File: config.mk
export PLATFORM = sky130hd
export DESIGN_NAME = ama_riscv_mem_arbiter
export DESIGN_NICKNAME = d
export VERILOG_FILES = /design/src/rtl/ama_riscv_mem_arbiter.sv
export SDC_FILE = /design/constraint.sdc
export NUM_CORES = 1
export LEC_CHECK = 0
export CAP_MARGIN = 20
export CELL_PAD_IN_SITES_DETAIL_PLACEMENT = 1
export CELL_PAD_IN_SITES_GLOBAL_PLACEMENT = 1
export CORE_MARGIN = 2
export CORE_UTILIZATION = 16
export CTS_BUF_LIST = sky130_fd_sc_hd__clkbuf_8
export DETAILED_ROUTE_END_ITERATION = 7
export PLACE_DENSITY_LB_ADDON = 0.1
export SYNTH_ARGS = -nofsm -noshare
export SYNTH_HDL_FRONTEND = slang
export SYNTH_SLANG_ARGS = --single-unit
File: constraint.sdc
create_clock -name clk -period 5.1 [get_ports clk]
set_input_delay 0.765 -clock clk [delete_from_list [all_inputs] [get_ports clk]]
set_output_delay 0.765 -clock clk [all_outputs]
set_load 0.03 [all_outputs]
File: src/rtl/ama_riscv_mem_arbiter.sv
// ama_riscv_mem_arbiter
//
// Shares one memory port between the core's instruction-fetch channel (id 0)
// and data channel (id 1). Requests pass through combinationally under
// round-robin arbitration. A grant lock keeps a stalled request on the port
// until it is accepted. Read responses from the in-order memory are steered
// back to their issuer by a FIFO of outstanding read ids.
//
// Ports
//   clk, rst                   clock, synchronous active-high reset
//   imem_req_valid/ready/addr  fetch request (always a read)
//   imem_rsp_valid/ready/data  fetch response
//   dmem_req_valid/ready/addr/wdata/we  data request (we==0 is a load)
//   dmem_rsp_valid/ready/data  load response
//   mem_req_valid/ready/addr/wdata/we   muxed request to memory
//   mem_rsp_valid/ready/data   read data from memory
//   err_unexp_rsp              sticky: response seen with no outstanding read
module ama_riscv_mem_arbiter #(
  parameter int unsigned AW      = 32,
  parameter int unsigned DW      = 32,
  parameter int unsigned MAX_OUT = 4
) (
  input  logic          clk,
  input  logic          rst,
  input  logic          imem_req_valid,
  output logic          imem_req_ready,
  input  logic [AW-1:0] imem_req_addr,
  output logic          imem_rsp_valid,
  input  logic          imem_rsp_ready,
  output logic [DW-1:0] imem_rsp_data,
  input  logic          dmem_req_valid,
  output logic          dmem_req_ready,
  input  logic [AW-1:0] dmem_req_addr,
  input  logic [DW-1:0] dmem_req_wdata,
  input  logic [3:0]    dmem_req_we,
  output logic          dmem_rsp_valid,
  input  logic          dmem_rsp_ready,
  output logic [DW-1:0] dmem_rsp_data,
  output logic          mem_req_valid,
  input  logic          mem_req_ready,
  output logic [AW-1:0] mem_req_addr,
  output logic [DW-1:0] mem_req_wdata,
  output logic [3:0]    mem_req_we,
  input  logic          mem_rsp_valid,
  output logic          mem_rsp_ready,
  input  logic [DW-1:0] mem_rsp_data,
  output logic          err_unexp_rsp
);

  localparam int unsigned PW = $clog2(MAX_OUT);
  localparam int unsigned CW = PW + 1;
  localparam logic [CW-1:0] FULL_CNT = CW'(MAX_OUT);

  typedef enum logic { ID_IMEM = 1'b0, ID_DMEM = 1'b1 } req_id_t;
  typedef enum logic { ARB_FREE = 1'b0, ARB_LOCKED = 1'b1 } arb_state_t;

  arb_state_t state_q, state_d;
  req_id_t    lock_id_q, lock_id_d;
  req_id_t    last_grant_q, last_grant_d;
  req_id_t    grant, head;

  logic [MAX_OUT-1:0] id_fifo_q;
  logic [PW-1:0]      wr_ptr_q, rd_ptr_q;
  logic [CW-1:0]      count_q;
  logic               err_q;

  logic g_valid, g_read;
  logic fifo_empty, fifo_full, block_read;
  logic req_hs, push, pop;

  assign fifo_empty = (count_q == '0);
  assign fifo_full  = (count_q == FULL_CNT);
  assign head       = req_id_t'(id_fifo_q[rd_ptr_q]);

  // Response routing by the id at the FIFO head; data is broadcast.
  assign imem_rsp_valid = mem_rsp_valid && !fifo_empty && (head == ID_IMEM);
  assign dmem_rsp_valid = mem_rsp_valid && !fifo_empty && (head == ID_DMEM);
  assign imem_rsp_data  = mem_rsp_data;
  assign dmem_rsp_data  = mem_rsp_data;
  assign mem_rsp_ready  = !fifo_empty &&
                          ((head == ID_DMEM) ? dmem_rsp_ready : imem_rsp_ready);
  assign pop            = mem_rsp_valid && mem_rsp_ready;
  assign err_unexp_rsp  = err_q;

  always_comb begin
    if (last_grant_q == ID_IMEM) grant = ID_DMEM;
    else                         grant = ID_IMEM;
    if (state_q == ARB_LOCKED)                   grant = lock_id_q;
    else if (imem_req_valid && !dmem_req_valid)  grant = ID_IMEM;
    else if (dmem_req_valid && !imem_req_valid)  grant = ID_DMEM;
  end

  assign g_valid = (grant == ID_DMEM) ? dmem_req_valid : imem_req_valid;
  assign g_read  = (grant == ID_IMEM) || (dmem_req_we == 4'b0000);

  // A full FIFO only blocks a read when no slot is freed in the same cycle,
  // so a response pop and a new read push can overlap at full occupancy.
  assign block_read = g_read && fifo_full && !pop;

  assign mem_req_valid = g_valid && !block_read;
  assign mem_req_addr  = (grant == ID_DMEM) ? dmem_req_addr : imem_req_addr;
  assign mem_req_wdata = (grant == ID_DMEM) ? dmem_req_wdata : '0;
  assign mem_req_we    = (grant == ID_DMEM) ? dmem_req_we : '0;

  assign req_hs = mem_req_valid && mem_req_ready;
  assign push   = req_hs && g_read;

  // Ready is qualified by the granted valid so an idle port shows no ready.
  assign imem_req_ready = (grant == ID_IMEM) && req_hs;
  assign dmem_req_ready = (grant == ID_DMEM) && req_hs;

  always_comb begin
    state_d      = state_q;
    lock_id_d    = lock_id_q;
    last_grant_d = last_grant_q;
    if (req_hs) begin
      state_d      = ARB_FREE;
      last_grant_d = grant;
    end else if (mem_req_valid) begin
      state_d   = ARB_LOCKED;
      lock_id_d = grant;
    end
  end

  always_ff @(posedge clk) begin
    if (rst) begin
      state_q      <= ARB_FREE;
      lock_id_q    <= ID_IMEM;
      last_grant_q <= ID_DMEM;
      wr_ptr_q     <= '0;
      rd_ptr_q     <= '0;
      count_q      <= '0;
      err_q        <= 1'b0;
    end else begin
      state_q      <= state_d;
      lock_id_q    <= lock_id_d;
      last_grant_q <= last_grant_d;
      if (push) begin
        id_fifo_q[wr_ptr_q] <= grant;
        wr_ptr_q            <= wr_ptr_q + 1'b1;
      end
      if (pop) rd_ptr_q <= rd_ptr_q + 1'b1;
      case ({push, pop})
        2'b10:   count_q <= count_q + 1'b1;
        2'b01:   count_q <= count_q - 1'b1;
        default: count_q <= count_q;
      endcase
      if (mem_rsp_valid && fifo_empty) err_q <= 1'b1;
    end
  end

endmodule

# Word level (Yosys, flattened, before mapping)
# Cells that the tools add are included.
# word_totals
regBits,15
latch_bits,0
ram_bits,0
rom_bits,0
output_inout_bits,139
elab_cells,65
n_memories,0
# classes
n_addsub,4
multipliers,0
div_mod_pow,0
n_lt_le_gt_ge,3
eq_ne,3
n_shift,0
muxes,15
bitwise_logic,4
reduce_logical,28
# ops
operator,count
two-way mux 32 bit,2
logical AND 1 bit,16
two-way mux 1 bit,8
< comparator 2 x 3 -> 1 bit (second input constant),2
case mux 3 bit (2 select lines),1
logical NOT 1 bit,5
adder 2 x 1 -> 2 bit (second input constant),2
bitwise mux 4 bit,1
logical NOT 4 bit,1
two-way mux 4 bit,1
NOT 1 bit,4
AND reduction 2 bit,2
adder 3 x 1 -> 3 bit (second input constant),1
== test 3 bit (second input constant),1
logical NOT 3 bit,1
subtractor 3 x 1 -> 3 bit (second input constant),1
binary-select mux 1 bit (select 2 bit),1
demux 1 bit (select 2 bit),1
== test 2 x 1 -> 1 bit (second input constant),1
== test 2 bit (second input constant),1
>= comparator 2 x 1 -> 1 bit (second input constant),1
nonzero test 2 bit,1
OR reduction 2 bit,1
logical OR 1 bit,1

# Longest topological paths before layout
# Gate-level depths: netlist (run 1).
# depth
word_depth,15
mapped_depth,10

# Least setup slack after synthesis (run 1)
# No wires, ideal clock.
# synth_timing
path_kind,input to register
start,input port dmem_req_valid
end,register count_q[2]
arrival_time_ns,2.964
required_time_ns,5.029
path_slack_ns,2.066
stages,10
path_buffers,0
cell_sequence,nand2b_1 -> a211oi_1 -> o311ai_1 -> o211ai_4 -> ha_1 -> inv_1 -> fa_1 -> xor2_1 -> or3_1 -> a21oi_1
# synth_between
elab_chain_cells,14
# synth_rtl
item,line,text
from (decl),31,"input logic dmem_req_valid,"
logical AND 1 bit / logical NOT 1 bit (equally long branches),"90, 89",
two-way mux 1 bit / logical AND 1 bit (equally long branches),"90, 89",
two-way mux 1 bit,89,else if (imem_req_valid && !dmem_req_valid) grant = ID_IMEM;
two-way mux 1 bit,88,if (state_q == ARB_LOCKED) grant = lock_id_q;
NOT 1 bit,94,assign g_read = (grant == ID_IMEM) || (dmem_req_we == 4'b0000);
logical OR 1 bit,94,
logical AND 1 bit (2 in a row),98,assign block_read = g_read && fifo_full && !pop;
logical NOT 1 bit,100,assign mem_req_valid = g_valid && !block_read;
logical AND 1 bit,100,
logical AND 1 bit,105,assign req_hs = mem_req_valid && mem_req_ready;
logical AND 1 bit *,106,assign push = req_hs && g_read;
== test 2 x 1 -> 1 bit / == test 2 bit (equally long branches),143,"case ({push, pop})"
case mux 3 bit (2 select lines) / nonzero test 2 bit (equally long branches),-,
to (signal assigned),144,2'b10: count_q <= count_q + 1'b1;
to (signal assigned),145,2'b01: count_q <= count_q - 1'b1;
to (signal assigned),146,default: count_q <= count_q;
to (decl),64,logic [CW-1:0] count_q;
# Mark *: on every way between the ends. The rest lies on a longest branch, timed or not.
# A chain may end at the register's enable or synchronous reset.

# Worst setup path in the final report (run 1)
# layout_timing
start,input port dmem_req_valid
end,output port mem_req_addr[25]
# layout_between
elab_chain_cells,5
# layout_rtl
item,line,text
logical AND 1 bit / logical NOT 1 bit (equally long branches),"90, 89",
two-way mux 1 bit / logical AND 1 bit (equally long branches),"90, 89",
two-way mux 1 bit *,89,
two-way mux 1 bit *,88,
two-way mux 32 bit *,101,assign mem_req_addr = (grant == ID_DMEM) ? dmem_req_addr : imem_req_addr;
to (decl),41,"output logic [AW-1:0] mem_req_addr,"
# Marks and branches as above.

==> impl_metrics.yaml, run 1 <==
detailed_routing:
  detailedRoute.firstIterationViolations: 41
  route.vias.total: 1896
  postRouteWirelength_mm: 7.58
  vias_per_cell: 3.86
  route.detailed.drc: 0
  drt.antenna.violating_nets: 0
  routedWlPerCell_um: 15.4
  1st_pass_router_iterations: 2
worst_hold_path:
  classification_of_the_worst_slack_hold_path: "flop to flop"
  hold_path.startpoint: "err_unexp_rsp"
outcome:
  outcome: "finished, final reports clean"
clocking:
  clock_transition_at_the_registers_of_the_reported_paths_ns: 0.06
  cts_tree: "built"
  root_buffer_selected_by_cts: "clkbuf_8"
  ctsHtreeMaxLevel: 1
  clock_path_buffers: 2
  hold_buffers: 0
  count_of_cells_resized_by_post_cts_repair: 0
  cts_sinks: 15
  cts_inserted_buffers: 3
  clock_latency_of_the_later_clocked_register_in_the_worst_skew_pair_ns: 0.25
  postCtsSetupBuffers: 0
timing:
  holdWs_ns: 0.467
  final-max-slew-violation-count: 0
  worstMarginPinSlew_ns: 0.904
  finalSetupViolCount: 0
  final_min_period_over_clock_period_pct: 82.3
  rsz0062_at_grt: "false"
  post-route-min-period_ns: 4.20
  final_hold_fails: 0
  final_clock_skew_ns: 0.00113
  worst_slew_margin_rel_pct: 38.8
  setup_tns_ns: 0
  clock.fmax_mhz: 238
worst_setup_path:
  critPathMaxFanout: 41
  timing.rr.start: "rd_ptr_q[0]"
  required_ns: 4.34
  crit_arrival_ns: 3.43
  crit_path_start_kind: "primary input"
  crit_path_end_kind: "output port"
  worst-setup-path-type: "primary input to output port"
  worst_setup_path_startpoint: "dmem_req_valid"
synthesis:
  syn_area_per_cell_um2: 8.55
  combinational_family_with_the_most_area_after_synthesis: "buffers and inverters"
  synth.net_count: 375
  post-synth-top-area-fraction_pct: 24.5
  yosysSeqAreaShare_pct: 17.4
  fraction_of_registers_with_async_set_or_reset_after_synthesis_pct: 0
  number_of_synthesis_warnings: 0
  synth_mux_area_share_pct: 22.6
  postSynthRegisterBits: 15
  yosys.area.top_type: "buf_4"
  synth-edff-count: 4
  yosysUniqueCellTypes: 33
  syn_area_um2: 1960
  synth_cells: 229
  leading_register_cell_type_out_of_synthesis: "dfxtp_1"
  synthSimpleGateAreaFrac_pct: 20.6
  ys_top_cells_by_count: "buf_4 (64), and2_1 (37), mux2_2 (32), nor2_1 (14), dfxtp_1 (11)"
  synth-compound-area-share_pct: 5.75
  post_synth_xor_area_fraction_pct: 1.79
  netlist_top_cells_area: "buf_4 (25%), mux2_2 (18%), and2_1 (12%)"
  yosys.area_share.adder_pct: 4.22
  synth_most_common_cell: "buf_4"
floorplanning:
  num_io_pins: 279
  num_rows: 40
  placeableCoreArea_um2: 12000
  initial_utilization_pct: 16.4
  die_w_um: 115
  die_ar_um2: 13100
  fp.dieH_um: 115
power:
  clock_power_share_pct: 12.2
  vdd.ir_drop.worst_mv: 0.0720
  comb_power_share_pct: 70.1
  switching_power_uw: 342
  power_density_nw_per_um2: 230
  power.sequential.fraction_pct: 17.7
  leakage_power_uw: 0.00128
  cellInternalPower_uw: 470
  net_sw_share_pct: 42.1
finish:
  insertedDiodeCount: 0
  regArea_um2: 340
  area_of_combinational_cells_with_multiple_inputs_um2: 1080
  n_fill_cell: 1364
  syn2layout_area_growth_pct: 80.1
  proportion_of_layout_cells_with_a_drive_suffix_above_1_pct: 12.5
  nNetsFinal: 491
global_routing:
  grt_overflow_total: 0
  grt_max_degree: 42
  globalRouteTotalUtil_pct: 11.0
  wire_length_of_the_first_global_routing_pass_mm: 11.3
  first_global_vias: 2086
  antenna_found_initial: 0
place:
  gp_routability_congestion: 0.710
  numPortBuffers: 182
  hpwlAfterDp_mm: 6.43
job:
  number_of_maximum_capacitance_violations: 0
power by group through the flow:
| stage | Combinational [µW] | Sequential, µW | Clock [µW] |
|---|---|---|---|
| after floorplan | 402 | 147 | 0 |
| after global placement | 576 | 147 | 0 |
| after detailed placement | 576 | 147 | 0 |
| after CTS | 580 | 144 | 105 |
| after global routing | 606 | 146 | 112 |
| final | 569 | 144 | 99.2 |
layout make-up:
cell class                      instances  area share, %
Tap cell                              147           5.22
Clock buffer                            3           1.17
Inverter                                8          0.852
Clock inverter                          1          0.142
Sequential cell                        15           9.65
Multi-Input combinational cell        134           30.7
Timing Repair Buffer                  183           52.2
stage by stage:
step / util (%) / worst slack (ns) / area [µm²] / cells / total power [µW]
floorplan: - / 2.07 / 1960 / 229 / 549
global placement: 29.1 / 0.863 / 3480 / 487 / 723
finish: 29.5 / 0.903 / 3530 / 491 / 812
global route: 29.5 / 0.712 / 3530 / 491 / 863
CTS: 29.5 / 0.821 / 3530 / 491 / 829
detailed placement: 29.1 / 0.830 / 3480 / 487 / 723
flip-flops by register name, indices dropped and copies added (netlist names):
signal and count:
count_q 3, err_unexp_rsp 1, id_fifo_q 4, last_grant_q 1, lock_id_q 1, rd_ptr_q 2, state_q 1, wr_ptr_q 2
critical path, cell delays in order:
cell             delay (ns)
clkdlybuf4s50_1        0.50
nor2b_1                0.15
a211oi_1               0.10
nor2_4                 0.63
buf_12                 0.30
mux2_2                 0.35
clkdlybuf4s50_1        0.61
final timing paths:
check / slack [ns] / cells past startpoint / end
setup / recovery: 0.90 / 7 / mem_req_addr[25]
hold / removal: 0.47 / 2 / err_unexp_rsp
setup reg to reg: 2.02 / 10 / count_q[2]
hold reg to reg: 0.47 / 2 / err_unexp_rsp
routing by layer:
layer	up-vias	track usage (%)	share of wire (%)
met4	0	1.95	0.71
met3	6	4.87	9.8
met2	108	20.7	55
met1	861	11.4	35
met5	-	0	0
li1	921	-	-
placed cells by master (no fill, tap or decap), types with 5 or more instances in the layout:
cell	instances
and2_1	37
clkdlybuf4s50_1	182
dfxtp_1	11
ha_1	5
inv_1	8
mux2_2	32
nor2_1	13
nor3b_1	5
logic make-up (layout without fill, tap and decap cells):
| group | count (synthesis) | count (layout) |
|---|---|---|
| flops | 15 | 15 |
| compound gates | 15 | 15 |
| buf+inv | 80 | 195 |
| xor+xnor | 4 | 4 |
| fa+ha+maj | 6 | 6 |
| simple gates | 71 | 71 |
| mux | 38 | 38 |
No activity file was read; power rests on OpenSTA's default activity.
==> run 2, diff against run 1 <==
CORE_UTILIZATION = 13   (was 16)
clock period = 3.75 ns   (was 5.1 ns; I/O delays follow)
==> run 2 against run 1 <==
Effect of this change: the run now ends with design-rule violations left; cell count grew 8.1%; combinational power grew 38%; sequential power grew 36%; via count grew 1.1%; wire length grew 0.12%; power grew 37%; sequential cell count is the same; register-to-register slack lost 1.2 ns; worst hold slack gained 0.0078 ns; critical path type unchanged; highest routed layer unchanged.
==> impl_metrics.yaml, run 2 (synthesis gave the netlist of run 1 again) <==
finish:
  insertedDiodeCount: 0
  final_cell_mix: "clkdlybuf4s50_1 (180), and2_1 (37), mux2_2 (32), nor2_1 (13), dfxtp_1 (11)"
  n_fill_cell: 1726
  finalCoreUtilization_pct: 24.7
  nNetsFinal: 494
  layout_top_registers: "id_fifo_q: 4 flops, count_q: 3 flops"
  syn2layout_area_growth_pct: 84.5
  largest_register_ffs: 4
  regArea_um2: 340
  proportion_of_layout_cells_with_a_drive_suffix_above_1_pct: 13.5
  largest_register: "id_fifo_q"
  most_common_cell_after_layout_fill_and_taps_aside: "clkdlybuf4s50_1"
  area_of_combinational_cells_with_multiple_inputs_um2: 1080
global_routing:
  antenna_found_initial: 1
  wire_length_of_the_first_global_routing_pass_mm: 11.3
  globalRouteTotalUtil_pct: 8.84
  first_global_vias: 2067
  grt_overflow_total: 0
  grt_max_degree: 53
detailed_routing:
  routedWlPerCell_um: 14.3
  route.detailed.drc: 1
  route.vias.total: 1917
  1st_pass_router_iterations: 6
  drt.antenna.violating_nets: 0
  postRouteWirelength_mm: 7.59
  vias_per_cell: 3.61
  detailedRoute.firstIterationViolations: 28
timing:
  final_clock_skew_ns: 0.00142
  final_hold_fails: 0
  post-route-min-period_ns: 3.47
  rsz0062_at_grt: "false"
  final-max-slew-violation-count: 0
  worstMarginPinSlew_ns: 0.593
  final_min_period_over_clock_period_pct: 92.4
  clock.fmax_mhz: 288
  setup_tns_ns: 0
  finalSetupViolCount: 0
  worst_slew_margin_rel_pct: 59.8
floorplanning:
  placeableCoreArea_um2: 14600
  initial_utilization_pct: 13.4
  num_io_pins: 279
  die_ar_um2: 16100
  fp.dieH_um: 127
  die_w_um: 127
  num_rows: 44
worst_setup_path:
  setup.reg_to_reg.worst_slack_ns: 0.84
  required_ns: 3.19
  crit_arrival_ns: 2.90
  crit_path_start_kind: "primary input"
  critPathMaxFanout: 52
  worst-setup-path-type: "primary input to output port"
  r2r_cells: 10
  crit_path_end_kind: "output port"
clocking:
  hold_buffers: 0
  cts_tree: "built"
  clock_transition_at_the_registers_of_the_reported_paths_ns: 0.06
  cts_inserted_buffers: 3
  count_of_cells_resized_by_post_cts_repair: 0
  clock_path_buffers: 2
  cts_sinks: 15
  postCtsSetupBuffers: 0
  clock_latency_of_the_later_clocked_register_in_the_worst_skew_pair_ns: 0.24
  ctsHtreeMaxLevel: 1
  root_buffer_selected_by_cts: "clkbuf_8"
outcome:
  outcome: "complete, but fails checks"
  failed_checks: "design-rule violations"
power:
  leakage_power_uw: 0.00131
  power_density_nw_per_um2: 307
  vdd.ir_drop.worst_mv: 0.0975
worst_hold_path:
  worst_hold_path.num_cells: 2
  classification_of_the_worst_slack_hold_path: "flop to flop"
place:
  gp_routability_congestion: 0.712
  hpwlAfterDp_mm: 6.49
  numPortBuffers: 182
job:
  number_of_maximum_capacitance_violations: 0
## run 2: cell count changes in the layout (fill, tap and decap cells not counted)
cell / before / now
clkinv_2: 1 / 0
buf_4: 0 / 3
inv_1: 8 / 9
clkdlybuf4s50_1: 182 / 180
buf_12: 1 / 3
## run 2: critical path: stages
cell             delay [ns]
clkdlybuf4s50_1        0.44
nand2b_1               0.16
a211oi_1               0.47
nor2_4                 0.09
buf_12                 0.19
mux2_2                 0.28
clkdlybuf4s50_1        0.67
## run 2: path summary, 6_finish.rpt
path / startpoint / endpoint
setup / recovery: dmem_req_valid / mem_req_addr[7]
setup reg to reg: rd_ptr_q[0] / count_q[2]
hold / removal: err_unexp_rsp / err_unexp_rsp
hold reg to reg: err_unexp_rsp / err_unexp_rsp
## run 2: cell type report
type,instances,area share (%)
Inverter,8,0.831
Multi-Input combinational cell,134,30.0
Sequential cell,15,9.42
Clock inverter,1,0.104
Tap cell,184,6.37
Clock buffer,3,1.14
Timing Repair Buffer,186,52.1
## run 2: layer usage
layer  wire [µm]  vias to the layer above  GRT usage (%)
met3         780                        2           3.63
met5           0                        -              0
li1            -                      921              -
met2        4160                      117           17.1
met4           9                        0           1.49
met1        2640                      877           8.99
## run 2: metrics by stage
step                      hold WS [ns]  instances  total power, µW  area, µm²  worst slack (ns)
after floorplan                  0.465        229              746       1960             0.918
after global placement           0.455        527              999       3570             0.262
after detailed placement         0.466        527              996       3570             0.236
after CTS                        0.482        531             1140       3610             0.255
after global routing             0.527        531             1180       3610             0.148
final                            0.475        531             1110       3610             0.283
## run 2: power by group
group	switching (µW)	total, µW	internal (µW)	leakage, µW
Clock	57.8	130	72.4	0.0000269
Combinational	393	784	392	0.00115
Sequential	13.2	196	183	0.000126
Total	463	1110	647	0.00131
